<file path="src/rtl/dsp_mac_sequencer_if.sv">
// dsp_mac_sequencer_if: operand stream and result stream of the MAC sequencer
interface dsp_mac_sequencer_if;
  logic        in_valid;
  logic        in_ready;
  logic [17:0] in_a;
  logic [17:0] in_b;
  logic        res_valid;
  logic        res_ready;
  logic [47:0] res_data;
  modport slave (input in_valid, in_a, in_b, res_ready, output in_ready, res_valid, res_data);
  modport master (output in_valid, in_a, in_b, res_ready, input in_ready, res_valid, res_data);
endinterface

</file>
<file path="src/rtl/dsp_mac_sequencer.sv">
// dsp_mac_sequencer: feeds a DSP48A1 MAC with operands and pipeline-aligned OPMODE, returns the dot product
module dsp_mac_sequencer #(
  parameter int LW      = 8,
  parameter int OPM_DLY = 1,
  parameter int P_LAT   = 3
) (
  input  logic          clk,
  input  logic          rst_n,
  input  logic          start,
  input  logic [LW-1:0] cfg_len,
  dsp_mac_sequencer_if.slave s,
  output logic [17:0]   dsp_a,
  output logic [17:0]   dsp_b,
  output logic [7:0]    dsp_opmode,
  input  logic [47:0]   dsp_p,
  output logic          busy
);
  typedef enum logic [1:0] {IDLE, RUN, DRAIN, DONE} state_t;
  state_t state, state_nx;
  logic [LW-1:0] len, cnt;
  logic [7:0]    tag [OPM_DLY+1];
  logic [P_LAT:0] last;
  logic acc, fin, go;
  assign go  = state == IDLE && start && cfg_len != '0;
  assign acc = s.in_valid && s.in_ready;
  assign fin = acc && cnt == len - 1'b1;
  assign dsp_opmode = tag[OPM_DLY];
  always_ff @(posedge clk or negedge rst_n)
    if (!rst_n) state <= IDLE;
    else        state <= state_nx;
  always_comb begin
    state_nx = state;
    case (state)
      IDLE:  state_nx = go ? RUN : IDLE;
      RUN:   state_nx = fin ? DRAIN : RUN;
      DRAIN: state_nx = last[P_LAT] ? DONE : DRAIN;
      DONE:  state_nx = s.res_ready ? IDLE : DONE;
      default: state_nx = IDLE;
    endcase
  end
  always_comb begin
    s.in_ready  = state == RUN;
    s.res_valid = state == DONE;
    busy        = state != IDLE;
  end
  // tag[0] and last[0] describe the cycle in which the registered pair sits on dsp_a/dsp_b
  always_ff @(posedge clk or negedge rst_n)
    if (!rst_n) begin
      len        <= '0;
      cnt        <= '0;
      dsp_a      <= '0;
      dsp_b      <= '0;
      last       <= '0;
      s.res_data <= '0;
      for (int i = 0; i <= OPM_DLY; i++) tag[i] <= '0;
    end else begin
      if (go) begin
        len <= cfg_len;
        cnt <= '0;
      end
      if (acc) begin
        cnt   <= cnt + 1'b1;
        dsp_a <= s.in_a;
        dsp_b <= s.in_b;
      end
      tag[0] <= acc ? (cnt == '0 ? 8'h01 : 8'h09) : (state == RUN || state == DRAIN) ? 8'h08 : 8'h00;
      for (int i = 1; i <= OPM_DLY; i++) tag[i] <= tag[i-1];
      last <= {last[P_LAT-1:0], fin};
      if (state == DRAIN && last[P_LAT]) s.res_data <= dsp_p;
    end
endmodule

</file>
<file path="src/flat_wrapper.sv">
// flat-port wrapper written by rule: the top's interface ports become plain ports
module dsp_mac_sequencer_flat 
#(
  parameter int LW      = 8,
  parameter int OPM_DLY = 1,
  parameter int P_LAT   = 3
)
  (clk, rst_n, start, cfg_len, dsp_a, dsp_b, dsp_opmode, dsp_p, busy, s_in_valid, s_in_a, s_in_b, s_res_ready, s_in_ready, s_res_valid, s_res_data);
  dsp_mac_sequencer_if s_i ();
  input  logic clk;
  input  logic rst_n;
  input  logic start;
  input  logic [LW-1:0] cfg_len;
  output logic [17:0] dsp_a;
  output logic [17:0] dsp_b;
  output logic [7:0] dsp_opmode;
  input  logic [47:0] dsp_p;
  output logic busy;
  input wire logic [$bits(s_i.in_valid)-1:0] s_in_valid;
  input wire logic [$bits(s_i.in_a)-1:0] s_in_a;
  input wire logic [$bits(s_i.in_b)-1:0] s_in_b;
  input wire logic [$bits(s_i.res_ready)-1:0] s_res_ready;
  output wire logic [$bits(s_i.in_ready)-1:0] s_in_ready;
  output wire logic [$bits(s_i.res_valid)-1:0] s_res_valid;
  output wire logic [$bits(s_i.res_data)-1:0] s_res_data;
  assign s_i.in_valid = s_in_valid;
  assign s_i.in_a = s_in_a;
  assign s_i.in_b = s_in_b;
  assign s_i.res_ready = s_res_ready;
  assign s_in_ready = s_i.in_ready;
  assign s_res_valid = s_i.res_valid;
  assign s_res_data = s_i.res_data;
  dsp_mac_sequencer #(.LW(LW), .OPM_DLY(OPM_DLY), .P_LAT(P_LAT)) u_core (.clk(clk), .rst_n(rst_n), .start(start), .cfg_len(cfg_len), .s(s_i), .dsp_a(dsp_a), .dsp_b(dsp_b), .dsp_opmode(dsp_opmode), .dsp_p(dsp_p), .busy(busy));
endmodule
</file>
<file path="config.mk">
export PLATFORM = sky130hd
export DESIGN_NAME = dsp_mac_sequencer_flat
export DESIGN_NICKNAME = d
export VERILOG_FILES = /design/src/rtl/dsp_mac_sequencer_if.sv /design/src/rtl/dsp_mac_sequencer.sv /design/src/flat_wrapper.sv
export SDC_FILE = /design/constraint.sdc
export NUM_CORES = 1
export LEC_CHECK = 0
export CORE_ASPECT_RATIO = 0.6
export CORE_MARGIN = 2
export CORE_UTILIZATION = 46
export CTS_BUF_LIST = sky130_fd_sc_hd__clkbuf_16
export CTS_CLUSTER_DIAMETER = 40
export CTS_CLUSTER_SIZE = 8
export DETAILED_ROUTE_END_ITERATION = 10
export GPL_TIMING_DRIVEN = 0
export PLACE_DENSITY_LB_ADDON = 0.08
export REMOVE_ABC_BUFFERS = 1
export SETUP_SLACK_MARGIN = 0.02
export SLEW_MARGIN = 20
export SYNTH_ARGS = -nofsm -noshare
export SYNTH_HDL_FRONTEND = slang
export SYNTH_SLANG_ARGS = --single-unit
export TNS_END_PERCENT = 30
</file>
<file path="constraint.sdc">
create_clock -name clk -period 3.4 [get_ports clk]
set_input_delay 0.68 -clock clk [delete_from_list [all_inputs] [get_ports clk]]
set_output_delay 0.68 -clock clk [all_outputs]
set_load 0.01 [all_outputs]
</file>
==> results.md, run 1 <==
* Status: completed
* Pwr/cell area at 640.5 nW/µm²
* Remaining global-route overflow at 0
* Filler-free cell count of the finished design at 649
* Post-synthesis cell count at 329
* Main synth FF type: sky130_fd_sc_hd__dfrtp_1
* Portion of the clock cycle consumed by the worst path in the final layout at 0.7325
* Resized cells post-CTS at 0
* Final setup violation count at 0
* Total number of nets in the final design at 614
* Placeable Area at 9844 µm²
* Pin count of the biggest net entering global routing at 59
* Critical path class: input port to flip-flop
* Max clock buf depth at 2
* Setup TNS at 0 ns
* Number of diodes added for antenna fixing at 0
* Clock skew after layout at 0.004277 ns
* Number of DRC markers after the initial detailed-route iteration at 180
* Final Hold Fails at 0
* Part of the Yosys area used for sequential elements at 0.5932
* Worst-path maximum fanout at 42
* Final cell area excluding filler cells at 6887 µm²
* Worst flop-to-flop path endpoint: u_core.cnt[6]$_DFFE_PN0P_
* Number of buffers added to fix hold violations after cts at 0
* Share of the synthesized area in the top cell type at 0.5932
* Cell taking the most area after synthesis: sky130_fd_sc_hd__dfrtp_1
* Final weighted congestion in routability-driven placement at 0.7791
* Lkg Pwr at 2.855 nW
* Width of the die at 133.7 µm
* Endpoint class of the critical path: flip-flop
* Capturing element of the worst setup path: u_core.cnt[6]$_DFFE_PN0P_
* Startpoint class of the critical path: input port
* Area of the multi-input gates at 1740 µm²
* Count of warnings emitted by yosys at 0
* Count of max-cap constraint violations at 0
* Latest clock arrival within the worst-skew pair at 0.34 ns
* Ys async rst share at 1.000
* Crit path arrival time at 2.69 ns
* Number of rows created at floorplan at 28
* Critical path startpoint: s_in_valid
* Routed wire length at 10,580 µm
* Number of iterations in the first detailed-routing pass at 4
* Relative slew slack at 0.4322
* Synthesis-to-finish area growth at 48.40%
* Hold crit path type: input port to async pin
* Slew at the pin closest to its max-slew limit at 0.8517 ns
* I/O Pins at 192
* Count of flip-flops with a built-in enable after synthesis at 0
* Initial standard-cell utilization of the core at 0.4714
* DRC violations left at 0
* Detail Placement HPWL at 7793 µm
* Total clock buffers created by CTS at 9
* Minimum clock period at 2.491 ns
* Clock-pin slew on the worst setup and hold paths at 0.07 ns
* Worst Reg-to-Reg Cells at 7
* Area used by sequential logic in the layout at 2753 µm²
* Worst VDD drop at 392.2 µV
* Synthesized area per cell at 14.11 µm²
* Placed cell count at 633
* Critical register-to-register path startpoint: u_core.state[1]$_DFF_PN0_
* Count of filler cells inserted in the layout at 736
* GR Util All Layers at 0.1949
* Root buffer cell: sky130_fd_sc_hd__clkbuf_16
* Post-Synthesis Cell Area at 4641 µm²
* CTS tree: done
* First-pass GRT wire length at 16,350 µm
* Mean routed wirelength per cell at 16.30 µm
* DR vias at 3,179
* Standard cell area after detailed placement at 6596 µm²
* Total of flip-flops plus latches after synthesis at 110
* Synth unique cells at 48
* Via count of the first global-routing pass at 3,197
* Antenna Violating Nets Remaining at 0
* Layout cell share with drive strength beyond 1 at 0.2237
* Count of final max-slew check failures at 0
* Detailed-route vias per instance at 4.898
* Dominant cells by area after synthesis: sky130_fd_sc_hd__dfrtp_1, sky130_fd_sc_hd__mux2_2, sky130_fd_sc_hd__ha_1, sky130_fd_sc_hd__buf_4, sky130_fd_sc_hd__mux2_1
* Highest achievable clock rate at 401.5 MHz
* Worst-case register-to-register setup slack at 0.98 ns
* Count of input and output buffers at 185
* Setup Fix Bufs, Post-CTS at 0
* Data required time of the worst path at 3.60 ns
* Max H-tree Level at 3
* Sink Count at 110
* Area of the die at 10,930 µm²
* Number of antenna violations at the first check in global routing at 0
* Unrepaired setup endpoints after global routing: no
* Vertical die dimension at 81.80 µm
## cell families after synthesis
kind of cell	after synthesis	synth area share
mux	91	0.2208
xor+xnor	10	0.02211
buf+inv	32	0.03640
other cells	1	0.0008081
flops	110	0.5932
fa+ha+maj	8	0.02157
simple gates	47	0.05689
compound gates	30	0.04826
## critical path, stage by stage
cell and delay (ns):
sky130_fd_sc_hd__clkdlybuf4s50_1 0.47, sky130_fd_sc_hd__nand2_1 0.30, sky130_fd_sc_hd__inv_2 0.73, sky130_fd_sc_hd__nor2_1 0.17, sky130_fd_sc_hd__o21ai_0 0.22, sky130_fd_sc_hd__o41ai_1 0.11
## how the worst min path moves through the flow
stage,from,endpoint,slack (ns),depth (start not counted)
detailed placement,u_core.tag[11]$_DFF_PN0_,u_core.dsp_opmode[3]$_DFF_PN0_,0.34,0
finish,rst_n,u_core.dsp_a[3]$_DFFE_PN0P_,0.28,1
CTS,rst_n,u_core.dsp_a[3]$_DFFE_PN0P_,0.29,1
floorplan,u_core.tag[8]$_DFF_PN0_,u_core.dsp_opmode[0]$_DFF_PN0_,0.33,0
global placement,u_core.tag[8]$_DFF_PN0_,u_core.dsp_opmode[0]$_DFF_PN0_,0.33,0
global route,rst_n,u_core.dsp_a[3]$_DFFE_PN0P_,0.30,1
## power breakdown
part	total, mW	switching [mW]	internal [mW]	leakage (nW)
sequential	1.84	0.242	1.60	1.31
clock	1.03	0.468	0.567	0.143
combinational	1.53	0.635	0.897	1.41
## state kept, by name (all words and copies together) (netlist names)
signal / flops
u_core.last: 4
u_core.dsp_opmode: 2
u_core.tag: 2
u_core.len: 8
u_core.s.res_data: 48
u_core.dsp_b: 18
u_core.state: 2
u_core.dsp_a: 18
u_core.cnt: 8
## synthesized netlist by cell type (2+ instances only)
library cell	number
sky130_fd_sc_hd__dfrtp_1	110
sky130_fd_sc_hd__mux2_2	85
sky130_fd_sc_hd__nand2_1	14
sky130_fd_sc_hd__buf_4	9
sky130_fd_sc_hd__clkbuf_1	9
sky130_fd_sc_hd__ha_1	8
sky130_fd_sc_hd__inv_1	8
sky130_fd_sc_hd__nor2_1	8
sky130_fd_sc_hd__mux2_1	6
sky130_fd_sc_hd__a21oi_1	5
sky130_fd_sc_hd__nand3_1	5
sky130_fd_sc_hd__xnor2_1	5
sky130_fd_sc_hd__o21ai_0	4
sky130_fd_sc_hd__buf_1	3
sky130_fd_sc_hd__nand2b_1	3
sky130_fd_sc_hd__nand4_1	3
sky130_fd_sc_hd__nor3_1	3
sky130_fd_sc_hd__o21ai_1	3
sky130_fd_sc_hd__xor2_1	3
sky130_fd_sc_hd__buf_6	2
sky130_fd_sc_hd__nor4_1	2
sky130_fd_sc_hd__nor4_2	2
sky130_fd_sc_hd__o22ai_1	2
sky130_fd_sc_hd__o31ai_1	2
sky130_fd_sc_hd__or2b_1	2
## stage by stage
step	setup WS (ns)	hold WS (ns)	total power [mW]	util
floorplan	1.039	0.3312	2.631	-
global placement	-2.547	0.3323	3.361	0.6648
detailed placement	0.5064	0.3370	3.409	0.6701
CTS	0.8673	0.2861	4.454	0.6995
global route	0.7165	0.3025	4.656	0.6995
finish	0.9095	0.2807	4.411	0.6995
## placed cells by master (no fill, tap or decap), drive strengths merged, types with 2 or more instances in the layout
| cell type | instances |
|---|---|
| a21oi | 6 |
| buf | 3 |
| clkbuf | 9 |
| clkdlybuf4s50 | 184 |
| clkinv | 5 |
| conb | 6 |
| dfrtp | 110 |
| ha | 8 |
| inv | 9 |
| mux2 | 91 |
| nand2 | 14 |
| nand2b | 3 |
| nand3 | 5 |
| nand4 | 3 |
| nor2 | 8 |
| nor3 | 3 |
| nor4 | 5 |
| o21ai | 8 |
| o22ai | 2 |
| o31ai | 2 |
| or2b | 2 |
| xnor2 | 6 |
| xor2 | 4 |
## per-layer routing
metal,GRT usage,part of all wire
met1,0.2424,0.43
met2,0.3072,0.46
met3,0.09691,0.099
met4,0.05106,0.0086
met5,0,0
## final cells by class
cell class,count,share of cell area
inverters,9,0.004906
multi-input cells,192,0.2527
clock buffers,9,0.03270
flip-flops and latches,110,0.3997
clock inverters,7,0.009448
well taps,135,0.02453
repair buffers,187,0.2760
(Power assumes the default switching activity.)
==> run 2, diff against run 1 <==
CORE_UTILIZATION = 43   (was 46)
clock period = 2.6 ns   (was 3.4 ns; I/O delays follow)
==> results.md, run 2 (synthesis gave the netlist of run 1 again) <==
* Worst setup slack after placement at -0.06020 ns (-0.5666 ns)
* Number of DRC markers after the initial detailed-route iteration at 117 (-35%)
* Clock skew after layout at 0.008786 ns (+0.004509 ns)
* Worst-case register-to-register setup slack at 0.41 ns (-0.57 ns)
* Detailed-route vias per instance at 4.890 (-0.18%)
* Width of the die at 138.1 µm (+3.3%)
* Latest clock arrival within the worst-skew pair at 0.34 ns (about the same)
* Worst-path maximum fanout at 17 (-60%)
* GR Util All Layers at 0.1852 (-0.009657)
* Layout cell share with drive strength beyond 1 at 0.2242 (+0.0004361)
* Pin count of the biggest net entering global routing at 57 (-3.4%)
* Hold crit path type: input port to async pin
* PnR Total Power at 5.729 mW (+30%)
* Final setup violation count at 0 (unchanged)
* Relative slew slack at 0.4379 (+0.005664)
* I/O Pins at 192 (unchanged)
* Count of input and output buffers at 185 (unchanged)
* Remaining global-route overflow at 0 (unchanged)
* Count of max-cap constraint violations at 0 (unchanged)
* Status: completed
* Initial standard-cell utilization of the core at 0.4410 (-0.03038)
* Final weighted congestion in routability-driven placement at 0.7784 (about the same)
* Lkg Pwr at 2.855 nW (about the same)
* Regs by FF count: u_core.s.res_data (48), u_core.dsp_a (18), u_core.dsp_b (18)
* Leading cell types in the layout, fill and taps excluded: sky130_fd_sc_hd__clkdlybuf4s50_1, sky130_fd_sc_hd__dfrtp_1, sky130_fd_sc_hd__mux2_2
* Flip-flop count of the largest register after layout at 48 (unchanged)
* Register ranked first by flip-flop count: u_core.s.res_data
* Final Hold Fails at 0 (unchanged)
* Max H-tree Level at 3 (unchanged)
* Worst VDD drop at 413.4 µV (+5.4%)
* Number of antenna violations at the first check in global routing at 0 (unchanged)
* Setup Fix Bufs, Post-CTS at 0 (unchanged)
* Clock-pin slew on the worst setup and hold paths at 0.07 ns (about the same)
* Setup TNS at 0 ns (unchanged)
* Slew at the pin closest to its max-slew limit at 0.8432 ns (-0.008497 ns)
* Unrepaired setup endpoints after global routing: no
* Number of rows created at floorplan at 29 (+3.6%)
* Antenna Violating Nets Remaining at 0 (unchanged)
* Number of buffers added to fix hold violations after cts at 0 (unchanged)
* Number of diodes added for antenna fixing at 0 (unchanged)
* First-pass GRT wire length at 17,270 µm (+5.6%)
* Max clock buf depth at 2 (unchanged)
* Number of iterations in the first detailed-routing pass at 4 (unchanged)
* Count of final max-slew check failures at 0 (unchanged)
* Endpoint class of the critical path: flip-flop
* Crit path arrival time at 2.42 ns (-0.27 ns)
* Most common cell after layout, fill and taps aside: sky130_fd_sc_hd__clkdlybuf4s50_1
* Data required time of the worst path at 2.82 ns (-0.78 ns)
* Routed wire length at 10,540 µm (-0.34%)
* Pwr/cell area at 833.6 nW/µm² (+30%)
* DR vias at 3,188 (+0.28%)
* Portion of the clock cycle consumed by the worst path in the final layout at 0.8476
* Synthesis-to-finish area growth at 48.10%
* Root buffer cell: sky130_fd_sc_hd__clkbuf_16
* Total clock buffers created by CTS at 9 (unchanged)
* CTS tree: done
* Startpoint class of the critical path: input port
* Placeable Area at 10,520 µm² (+6.9%)
* Sink Count at 110 (unchanged)
* Detail Placement HPWL at 7865 µm (+0.92%)
* Vertical die dimension at 84.47 µm (+3.3%)
* Area of the die at 11,670 µm² (+6.7%)
* Highest achievable clock rate at 453.8 MHz
* Smallest setup slack after layout at 0.3963 ns (-0.5132 ns)
* Mean routed wirelength per cell at 16.17 µm (-0.80%)
* Total number of nets in the final design at 613 (-0.16%)
* Resized cells post-CTS at 0 (unchanged)
* DRC violations left at 0 (unchanged)
* Critical path class: input port to flip-flop
* Minimum clock period at 2.204 ns
* Via count of the first global-routing pass at 3,321 (+3.9%)
* Final core utilization at 0.6532 (-0.04639)
==> run 2: final timing paths <==
| check | start | to | cells past startpoint |
|---|---|---|---|
| max reg2reg | u_core.state[1]$_DFF_PN0_ | u_core.cnt[6]$_DFFE_PN0P_ | 7 |
| min | rst_n | u_core.dsp_a[13]$_DFFE_PN0P_ | 1 |
| max in group asynchronous | rst_n | u_core.state[0]$_DFF_PN0_ | 2 |
| max | cfg_len[5] | u_core.state[0]$_DFF_PN0_ | 6 |
| min in group clk | u_core.tag[8]$_DFF_PN0_ | u_core.dsp_opmode[0]$_DFF_PN0_ | 0 |
| min reg2reg | u_core.tag[8]$_DFF_PN0_ | u_core.dsp_opmode[0]$_DFF_PN0_ | 0 |
==> run 2: per-layer routing <==
layer  vias to the layer above  wire length [µm]  track usage
li1                       1496                 -            -
met1                      1570              4706       0.2396
met2                       116              4758       0.2885
met3                         6              1001      0.08614
met4                         0                74      0.04082
met5                         -                 0            0
==> run 2: final cells by class <==
class | count | area, µm²
Fill cell | 784 | 3650
Sequential cell | 110 | 2753
Timing Repair Buffer | 186 | 1881
Multi-Input combinational cell | 192 | 1745
Clock buffer | 9 | 225.2
Tap cell | 139 | 173.9
Clock inverter | 7 | 58.81
Inverter | 9 | 36.28
==> run 2: critical path, stage by stage <==
cell,delay [ns]
sky130_fd_sc_hd__clkdlybuf4s50_1,0.44
sky130_fd_sc_hd__nor4_2,0.35
sky130_fd_sc_hd__a21oi_2,0.28
sky130_fd_sc_hd__or2b_1,0.32
sky130_fd_sc_hd__a21boi_0,0.14
sky130_fd_sc_hd__a311o_1,0.37
==> run 2: per-stage QoR <==
stage / hold WS, ns / cell area (µm²) / instances
after floorplan: 0.2244 / 4524 / 311
after global placement: 0.3325 / 6550 / 635
after detailed placement: 0.3370 / 6586 / 636
after CTS: 0.1395 / 6870 / 652
after global routing: 0.1590 / 6873 / 652
final: 0.1267 / 6873 / 652
==> run 2: report_power, final <==
group          switching (mW)  total [mW]  leakage (nW)  internal (mW)
registers               0.321        2.42          1.31           2.10
logic                   0.837        2.01          1.41           1.18
clock network           0.637        1.30         0.137          0.662
total                    1.79        5.73          2.86           3.93
